**config.mk**
```make
export PLATFORM = sky130hd
export DESIGN_NAME = snn_delay_layer_seq
export DESIGN_NICKNAME = d
export VERILOG_FILES = /design/src/rtl/snn_delay_layer_seq.sv
export SDC_FILE = /design/constraint.sdc
export NUM_CORES = 1
export LEC_CHECK = 0
export CORE_AREA = 2 2 494 496
export CTS_CLUSTER_SIZE = 28
export DETAILED_ROUTE_END_ITERATION = 16
export DIE_AREA = 0 0 496 498
export DONT_BUFFER_PORTS = 1
export PLACE_DENSITY = 0.3
export SYNTH_ARGS = -nofsm -noshare
export SYNTH_HDL_FRONTEND = slang
export SYNTH_SLANG_ARGS = --single-unit
```
**constraint.sdc**
```tcl
create_clock -name clk -period 23.8 [get_ports clk]
set_input_delay 4.76 -clock clk [delete_from_list [all_inputs] [get_ports clk]]
set_output_delay 4.76 -clock clk [all_outputs]
set_load 0.05 [all_outputs]
```
**src/rtl/snn_delay_layer_seq.sv**
```systemverilog
`default_nettype none
// ============================================================================
//  Module   : snn_delay_layer_seq
//  Purpose  : Time-multiplexed layer of N leaky integrate-and-fire neurons with
//             M presynaptic channels and per-synapse programmable axonal
//             delays. One timestep is processed per accepted step pulse by a
//             single accumulator that sweeps every synapse in turn.
//  Ports    : clk, reset (sync, active high)
//             enable, step          - step request, accepted in IDLE only
//             input_spikes[M]       - spikes for the new timestep
//             weights[N*M*NBITS]    - synapse (j,i) at (j*M+i)*NBITS
//             delays[N*M*(DW+1)]    - synapse (j,i) at (j*M+i)*(DW+1),
//                                     MSB = delay enable, low DW bits = delay
//             threshold, decay      - firing threshold, leak per timestep
//             refractory_period     - silent timesteps after a spike
//             busy                  - sweep in progress
//             done                  - one-cycle pulse when a timestep completes
//             overrun               - sticky, step seen while busy
//             output_spikes[N]      - spikes of the last completed timestep
//             membrane_potential_out[N*PW] - neuron j at j*PW
//  Revision : 1.0 - initial release
// ============================================================================
module snn_delay_layer_seq #(
  parameter int M     = 24,
  parameter int N     = 8,
  parameter int NBITS = 2,
  parameter int DW    = 3,
  parameter int PW    = 6,
  parameter int RW    = 4
) (
  input  logic                  clk,
  input  logic                  reset,
  input  logic                  enable,
  input  logic                  step,
  input  logic [M-1:0]          input_spikes,
  input  logic [N*M*NBITS-1:0]  weights,
  input  logic [N*M*(DW+1)-1:0] delays,
  input  logic [PW-1:0]         threshold,
  input  logic [PW-1:0]         decay,
  input  logic [RW-1:0]         refractory_period,
  output logic                  busy,
  output logic                  done,
  output logic                  overrun,
  output logic [N-1:0]          output_spikes,
  output logic [N*PW-1:0]       membrane_potential_out
);

  localparam int DEPTH = 2**DW;
  localparam int IW    = (M > 1) ? $clog2(M) : 1;
  localparam int JW    = (N > 1) ? $clog2(N) : 1;
  localparam int SW    = $clog2(N*M) + 1;
  localparam int AW    = PW + NBITS + $clog2(M) + 1;
  localparam logic [PW-1:0] VMAX = '1;

  typedef enum logic [2:0] {
    ST_IDLE   = 3'd0,
    ST_SHIFT  = 3'd1,
    ST_ACCUM  = 3'd2,
    ST_UPDATE = 3'd3,
    ST_DONE   = 3'd4
  } state_t;

  state_t state_q, state_d;

  logic [M-1:0]          hist_q [DEPTH];
  logic [IW-1:0]         i_q;
  logic [JW-1:0]         j_q;
  logic signed [AW-1:0]  acc_q;
  logic [PW-1:0]         pot_q [N];
  logic [RW-1:0]         ref_q [N];
  logic [N-1:0]          stage_q;

  // --------------------------------------------------------------------------
  // FSM: state register and next-state / status decode
  // --------------------------------------------------------------------------
  always_ff @(posedge clk) begin
    if (reset) state_q <= ST_IDLE;
    else       state_q <= state_d;
  end

  always_comb begin
    state_d = state_q;
    busy    = 1'b1;
    case (state_q)
      ST_IDLE: begin
        busy = 1'b0;
        if (step && enable) state_d = ST_SHIFT;
      end
      ST_SHIFT:  state_d = ST_ACCUM;
      ST_ACCUM:  if (i_q == IW'(M-1)) state_d = ST_UPDATE;
      ST_UPDATE: state_d = (j_q == JW'(N-1)) ? ST_DONE : ST_ACCUM;
      ST_DONE:   state_d = ST_IDLE;
      default:   state_d = ST_IDLE;
    endcase
  end

  // --------------------------------------------------------------------------
  // Synapse selection for the current (j,i)
  // --------------------------------------------------------------------------
  logic [SW-1:0]        syn;
  logic [31:0]          wbase, dbase;
  logic [NBITS-1:0]     wsel;
  logic [DW:0]          dsel;
  logic [DW-1:0]        tap;
  logic [M-1:0]         hrow;
  logic                 eff;
  logic signed [AW-1:0] wext;

  assign syn   = SW'(j_q) * SW'(M) + SW'(i_q);
  assign wbase = 32'(syn) * 32'(NBITS);
  assign dbase = 32'(syn) * 32'(DW+1);
  assign wsel  = weights[wbase +: NBITS];
  assign dsel  = delays[dbase +: DW+1];
  // A disabled delay reads the newest history slot, same as delay value 0.
  assign tap   = dsel[DW] ? dsel[DW-1:0] : '0;
  assign hrow  = hist_q[tap];
  assign eff   = hrow[i_q];
  assign wext  = {{(AW-NBITS){wsel[NBITS-1]}}, wsel};

  // --------------------------------------------------------------------------
  // Neuron update arithmetic for neuron j
  // --------------------------------------------------------------------------
  logic [PW-1:0]        vcur, vleak, vnext;
  logic signed [AW-1:0] vsum;
  logic                 fire;

  always_comb begin
    vcur  = pot_q[j_q];
    vleak = (vcur > decay) ? (vcur - decay) : '0;
    vsum  = $signed({{(AW-PW){1'b0}}, vleak}) + acc_q;
    // Clamp the signed sum into the unsigned potential range.
    if (vsum[AW-1])           vnext = '0;
    else if (|vsum[AW-2:PW])  vnext = VMAX;
    else                      vnext = vsum[PW-1:0];
    fire = (vnext >= threshold);
  end

  // --------------------------------------------------------------------------
  // Datapath
  // --------------------------------------------------------------------------
  always_ff @(posedge clk) begin
    if (reset) begin
      i_q           <= '0;
      j_q           <= '0;
      acc_q         <= '0;
      stage_q       <= '0;
      output_spikes <= '0;
      done          <= 1'b0;
      overrun       <= 1'b0;
      for (int d = 0; d < DEPTH; d++) hist_q[d] <= '0;
      for (int n = 0; n < N; n++) begin
        pot_q[n] <= '0;
        ref_q[n] <= '0;
      end
    end else begin
      // done is registered so it appears together with the new output_spikes.
      done <= (state_q == ST_DONE);
      if (step && (state_q != ST_IDLE)) overrun <= 1'b1;

      case (state_q)
        ST_SHIFT: begin
          hist_q[0] <= input_spikes;
          for (int d = 1; d < DEPTH; d++) hist_q[d] <= hist_q[d-1];
          i_q   <= '0;
          j_q   <= '0;
          acc_q <= '0;
        end
        ST_ACCUM: begin
          if (eff) acc_q <= acc_q + wext;
          i_q <= i_q + 1'b1;
        end
        ST_UPDATE: begin
          if (ref_q[j_q] != '0) begin
            ref_q[j_q]   <= ref_q[j_q] - 1'b1;
            pot_q[j_q]   <= '0;
            stage_q[j_q] <= 1'b0;
          end else if (fire) begin
            ref_q[j_q]   <= refractory_period;
            pot_q[j_q]   <= '0;
            stage_q[j_q] <= 1'b1;
          end else begin
            pot_q[j_q]   <= vnext;
            stage_q[j_q] <= 1'b0;
          end
          if (j_q != JW'(N-1)) begin
            j_q   <= j_q + 1'b1;
            i_q   <= '0;
            acc_q <= '0;
          end
        end
        ST_DONE: output_spikes <= stage_q;
        default: ;
      endcase
    end
  end

  generate
    for (genvar g = 0; g < N; g++) begin : g_pot
      assign membrane_potential_out[g*PW +: PW] = pot_q[g];
    end
  endgenerate

endmodule
`default_nettype wire

```
## Yosys cells after proc, flatten, opt, wreduce, memory -nomap -nowiden

Memories as Yosys holds them, arrays and structs flattened. A register that Yosys moved wholly into a read port is not among the register bits.
Index checks and enable logic that the tools add are counted.

| storage, ports and cells | value |
|---|---|
| register bits after elaboration | 43 |
| RAM bits | 272 |
| memories | 3 |

| cells by class | value |
|---|---|
| add/subtract/negate cells | 7 |
| $mul | 1 |
| $lt $le $gt $ge | 5 |
| eq/ne operators | 11 |
| shift operators | 2 |
| mux-type cells | 62 |
| bitwise gates (word level) | 14 |
| reduce and logical (&&, ||, !) cells | 15 |

Memories:

| memory | words | width | read ports | clocked after memory_dff | write ports | RTL line | RTL |
|---|---|---|---|---|---|---|---|
| hist_q | 8 | 24 | 8 | 0 | 8 | 65 | `logic [M-1:0] hist_q [DEPTH];` |
| pot_q | 8 | 6 | 9 | 1 | 8 | 69 | `logic [PW-1:0] pot_q [N];` |
| ref_q | 8 | 4 | 1 | 1 | 8 | 70 | `logic [RW-1:0] ref_q [N];` |

Operators with widths:

| kind | number |
|---|---|
| $shiftx 768x12->4 | 1 |
| $shiftx 384x11->2 | 1 |
| $mux 24 | 8 |
| $pmux 14 s3 | 1 |
| $mux 6 | 6 |
| $mux 3 | 11 |
| $mux 14 | 2 |
| $mux 1 | 24 |
| $mux 8 | 2 |
| $pmux 5 s3 | 1 |
| $add 14x2->14 | 1 |
| $add 7x14->14 | 1 |
| $pmux 3 s4 | 1 |
| $or 1x1->1 | 11 |
| $add 8x5->9 | 1 |
| $and 8x8->8 | 1 |
| $mux 4 | 2 |
| $ne 2x2->1 const B | 4 |
| $not 8->8 | 1 |
| $or 8x8->8 | 1 |
| $reduce_or 7->1 | 1 |
| $eq 3x2->1 const B | 2 |
| $eq 3x3->1 const B | 2 |
| $ge 6x6->1 | 1 |
| 25 further kinds | 30 |

## Longest topological paths before layout

| depth | value |
|---|---|
| depth after elaboration | 16 |
| mapped depth | 38 |

## Worst setup path before layout

No wires, ideal clock.

| timing | value |
|---|---|
| kind | input-to-reg |
| start | input reset |
| end | memory hist_q[0][0] (enable) |
| library setup time | 0.785 ns |
| arrival | 10.060 ns |
| setup slack | 12.955 ns |
| stages on the path | 4 |
| buffers on the path | 3 |
| cells stage by stage | buf_4 clkbuf_1 clkbuf_1 o21bai_1 |

RTL lines:

| what | RTL line | RTL |
|---|---|---|
| start, declared | 32 | `input logic reset,` |
| end, declared | 65 |  |

==> run_results.csv <==
group,metric,value,unit
logic_synthesis,synth_nets,3416,
drt,via_count,21300,
clock_network,cts_hold_buf,0,
pwr,p_leak,0.00878,uW
drt,drc,0,
grt,grt_max_degree,169,
timing,fin_crit_sh,47.4,%
timing,setup_viol,0,
floorplan,ios,1255,
clock_network,clk_pin_slew,0.06,ns
worst_setup_path,crit_top_cell,"a21oi_1",
worst_setup_path,crit_path_max_fanout,9,
pwr,p_per_area,54.7,nW/um^2
timing,max_clock_freq,88.6,MHz
grt,grt_use_total,14.0,%
logic_synthesis,synth_area,25800,sq um
floorplan,initial_utilization,10.7,%
worst_setup_path,critPathKind,"in -> reg",
place,dp_hpwl,152,mm
drt,vias_per_cell,3.94,
clock_network,worstSkewPairLatency,0.61,ns
worst_setup_path,cp-end-kind,"register",
floorplan,die_x,496,microns
timing,worst_pin_slew,1.22,ns
timing,finClkSkew,0.0567,ns
clock_network,cts_resized,0,
drt,wl_per_cell,33.6,microns
place,place_ws,11.79,ns
grt,grt_pass1_wl,228,mm
pwr,peakVddDrop,48.7,uV
timing,max_slew_margin,18.5,%
grt,grt_pass1_vias,21200,
worst_setup_path,critPathRequiredTime,24.11,ns
clock_network,cts_setup_buffers,0,
drt,routed_wl,182,mm
floorplan,dieArea,247000,sq um
cells_and_area,fin_nets,3333,
worst_setup_path,reg2reg_slack,15.05,ns
logic_synthesis,synth_top_flop_cell,"edfxtp_1",
cells_and_area,drive_gt1_share,20.0,%
logic_synthesis,synth.distinct_cells,97,
floorplan,core_area,242000,sq um
place,place_congestion,1.18,
timing,totalNegativeSetupSlack,0,ns
timing,min_period,11.29,ns
clock_network,cts_buffer_depth,3,
outcome,status,"completed",
cells_and_area,area_growth,19.4,%
clock_network,clock_sinks,318,
grt,antenna_found_initial,186,
place,port_buffers,0,
drt,ant_nets,0,
timing,rsz0062_at_grt,"no",
floorplan,die_h,498,microns
grt,grt_overflow_total,0,
logic_synthesis,netlist_instances,2173,
clock_network,cts_tree,"built",
cells_and_area,fill_cells,27500,
worst_setup_path,cp-start-kind,"input port",
place,placed_area,29300,sq um
logic_synthesis,synth_edf_count,272,
worst_setup_path,critPathSlowestCell,"nor4_1",
drt,drtIter0Drc,1663,
min_path,worstHoldPathType,"reg -> reg",
timing,hold_viol_final,0,
logic_synthesis,async_flop_share,0,%
worst_setup_path,slowest_delay,0.86,ns
worst_setup_path,cp_data_arrival_time,11.60,ns
clock_network,htreeDepth,2,
logic_synthesis,synth_warnings,0,
floorplan,rows,181,
logic_synthesis,synth.avg_cell_area,11.9,sq um
flow_run,maxCapViolations,0,
cells_and_area,final_design_area_no_fill,30800,sq um
clock_network,cts_made_buffers,41,
drt,firstDrtPassIters,5,
clock_network,root_buffer,"clkbuf_16",
logic_synthesis,ys_seq_area_share,35.3,%
timing,layout_setup_ws,12.51,ns
timing,drv_slew,0,
logic_synthesis,synth_seq_cells,318,
## report_power, final
part	internal, uW	total [uW]	switching (uW)
clock network	337	613	276
logic	159	406	247
registers	632	664	32.3
total	1130	1680	555
## worst max-delay path, delay by kind of cell
family | cells | cell delay (ns)
AOI/OAI and AO/OA | 13 | 2.65
and+or+nand+nor | 11 | 1.98
adders and majority gates | 4 | 1.13
buffers and inverters | 4 | 0.74
xor gates and xnor gates | 1 | 0.37
## through the flow
step           cells  total power (uW)  utilization (%)  hold slack [ns]
4_1_cts         5325              1730             12.6            0.510
3_5_place_dp    5249              1100             12.1            0.507
3_3_place_gp    5249              1100             12.1            0.512
6_report        5417              1680             12.7            0.513
2_1_floorplan   2173               944                -            0.432
5_1_grt         5371              1770             12.7            0.543
## layer usage
metal  part of all wire [%]  vias up  wire length [microns]  global-route usage [%]
met5                   0.41        -                    754                   0.274
met4                    2.8      100                   5020                    3.22
met3                    9.6      365                  17500                    5.65
met2                     46     1423                  84100                    22.7
met1                     41    10900                  74800                    17.3
li1                       -     8565                      -                       -
## synthesized netlist by cell type (5+ instances only)
| master | n | area (sq um) |
|---|---|---|
| a211oi_1 | 18 | 135 |
| xnor2_1 | 25 | 219 |
| o21ai_0 | 18 | 90.1 |
| a22o_1 | 5 | 43.8 |
| nor2_1 | 154 | 578 |
| ha_1 | 42 | 526 |
| mux2i_1 | 207 | 2070 |
| nor3_1 | 31 | 155 |
| and2_1 | 150 | 938 |
| o22ai_1 | 21 | 131 |
| and3_1 | 10 | 62.6 |
| o31ai_1 | 6 | 45.0 |
| nand4_1 | 15 | 93.8 |
| buf_4 | 26 | 195 |
| a32o_1 | 15 | 150 |
| nor4_1 | 14 | 87.6 |
| buf_1 | 16 | 60.1 |
| inv_1 | 52 | 195 |
| a21oi_1 | 63 | 315 |
| nand3_1 | 60 | 300 |
| nand2b_1 | 25 | 156 |
| a21o_1 | 10 | 75.1 |
| edfxtp_1 | 272 | 8170 |
| dfxtp_1 | 46 | 921 |
| o221ai_1 | 7 | 61.3 |
| xor2_1 | 6 | 52.6 |
| o21ai_1 | 8 | 40.0 |
| o21a_1 | 8 | 60.1 |
| mux4_1 | 9 | 236 |
| mux4_2 | 248 | 5590 |
| nand2_1 | 115 | 432 |
| o211ai_1 | 16 | 120 |
| nor2b_1 | 61 | 382 |
| o21bai_1 | 17 | 128 |
| buf_2 | 50 | 250 |
| a22oi_1 | 108 | 811 |
| fa_1 | 5 | 100 |
| a31oi_1 | 12 | 75.1 |
| clkbuf_1 | 59 | 221 |
| a41oi_1 | 6 | 52.6 |
| buf_6 | 25 | 282 |
| a221oi_1 | 14 | 123 |
| mux2_2 | 9 | 101 |
## registers in the layout (all words and copies together), names as in the netlist, named ones only
register,flops
done,1
ref_q,32
acc_q,14
output_spikes,8
i_q,5
state_q,3
pot_q,48
overrun,1
j_q,3
hist_q,192
## area by class of cell
cell class,instances,area [sq um],area share [%]
clock buffer,52,1080,3.50
antenna,92,230,0.748
multi-input combinational,1619,15500,50.3
timing repair buffer,56,458,1.49
clock inverter,24,213,0.691
inverter,54,204,0.663
tap,3202,4010,13.0
sequential,318,9100,29.6
## final timing paths
kind | cells after the start | start | to
setup / recovery | 33 | decay[0] | ref_q[2][2]
hold / removal | 1 | acc_q[3] | acc_q[3]
hold reg to reg | 1 | acc_q[3] | acc_q[3]
setup reg to reg | 36 | register | ref_q[2][2]
## cells by family (layout without fill, tap and decap cells)
group / count (synthesis) / count (layout) / synth area share, %
and+or+nand+nor: 663 / 663 / 13.2
muxes: 475 / 475 / 31.1
AOI/OAI and AO/OA: 403 / 403 / 11.8
DFF: 318 / 318 / 35.3
buffers and inverters: 236 / 186 / 5.09
adders and majority gates: 47 / 47 / 2.43
xor gates and xnor gates: 31 / 31 / 1.05
other: 0 / 92 / 0
## cell usage in the layout, fill, tap and decap left out, types with 28 or more instances in the layout
cell,netlist,layout
a22oi_1,108,108
nor2b_1,61,60
clkbuf_16,0,41
diode_2,0,92
edfxtp_1,272,272
nand3_1,60,60
and2_1,150,150
inv_1,52,51
nand2_1,115,114
buf_4,26,53
dfxtp_1,46,43
nor2_1,154,151
nor3_1,31,28
mux4_2,248,248
a21oi_1,63,63
mux2i_1,207,207
ha_1,42,41
Power figures use the tool's default switching activity.
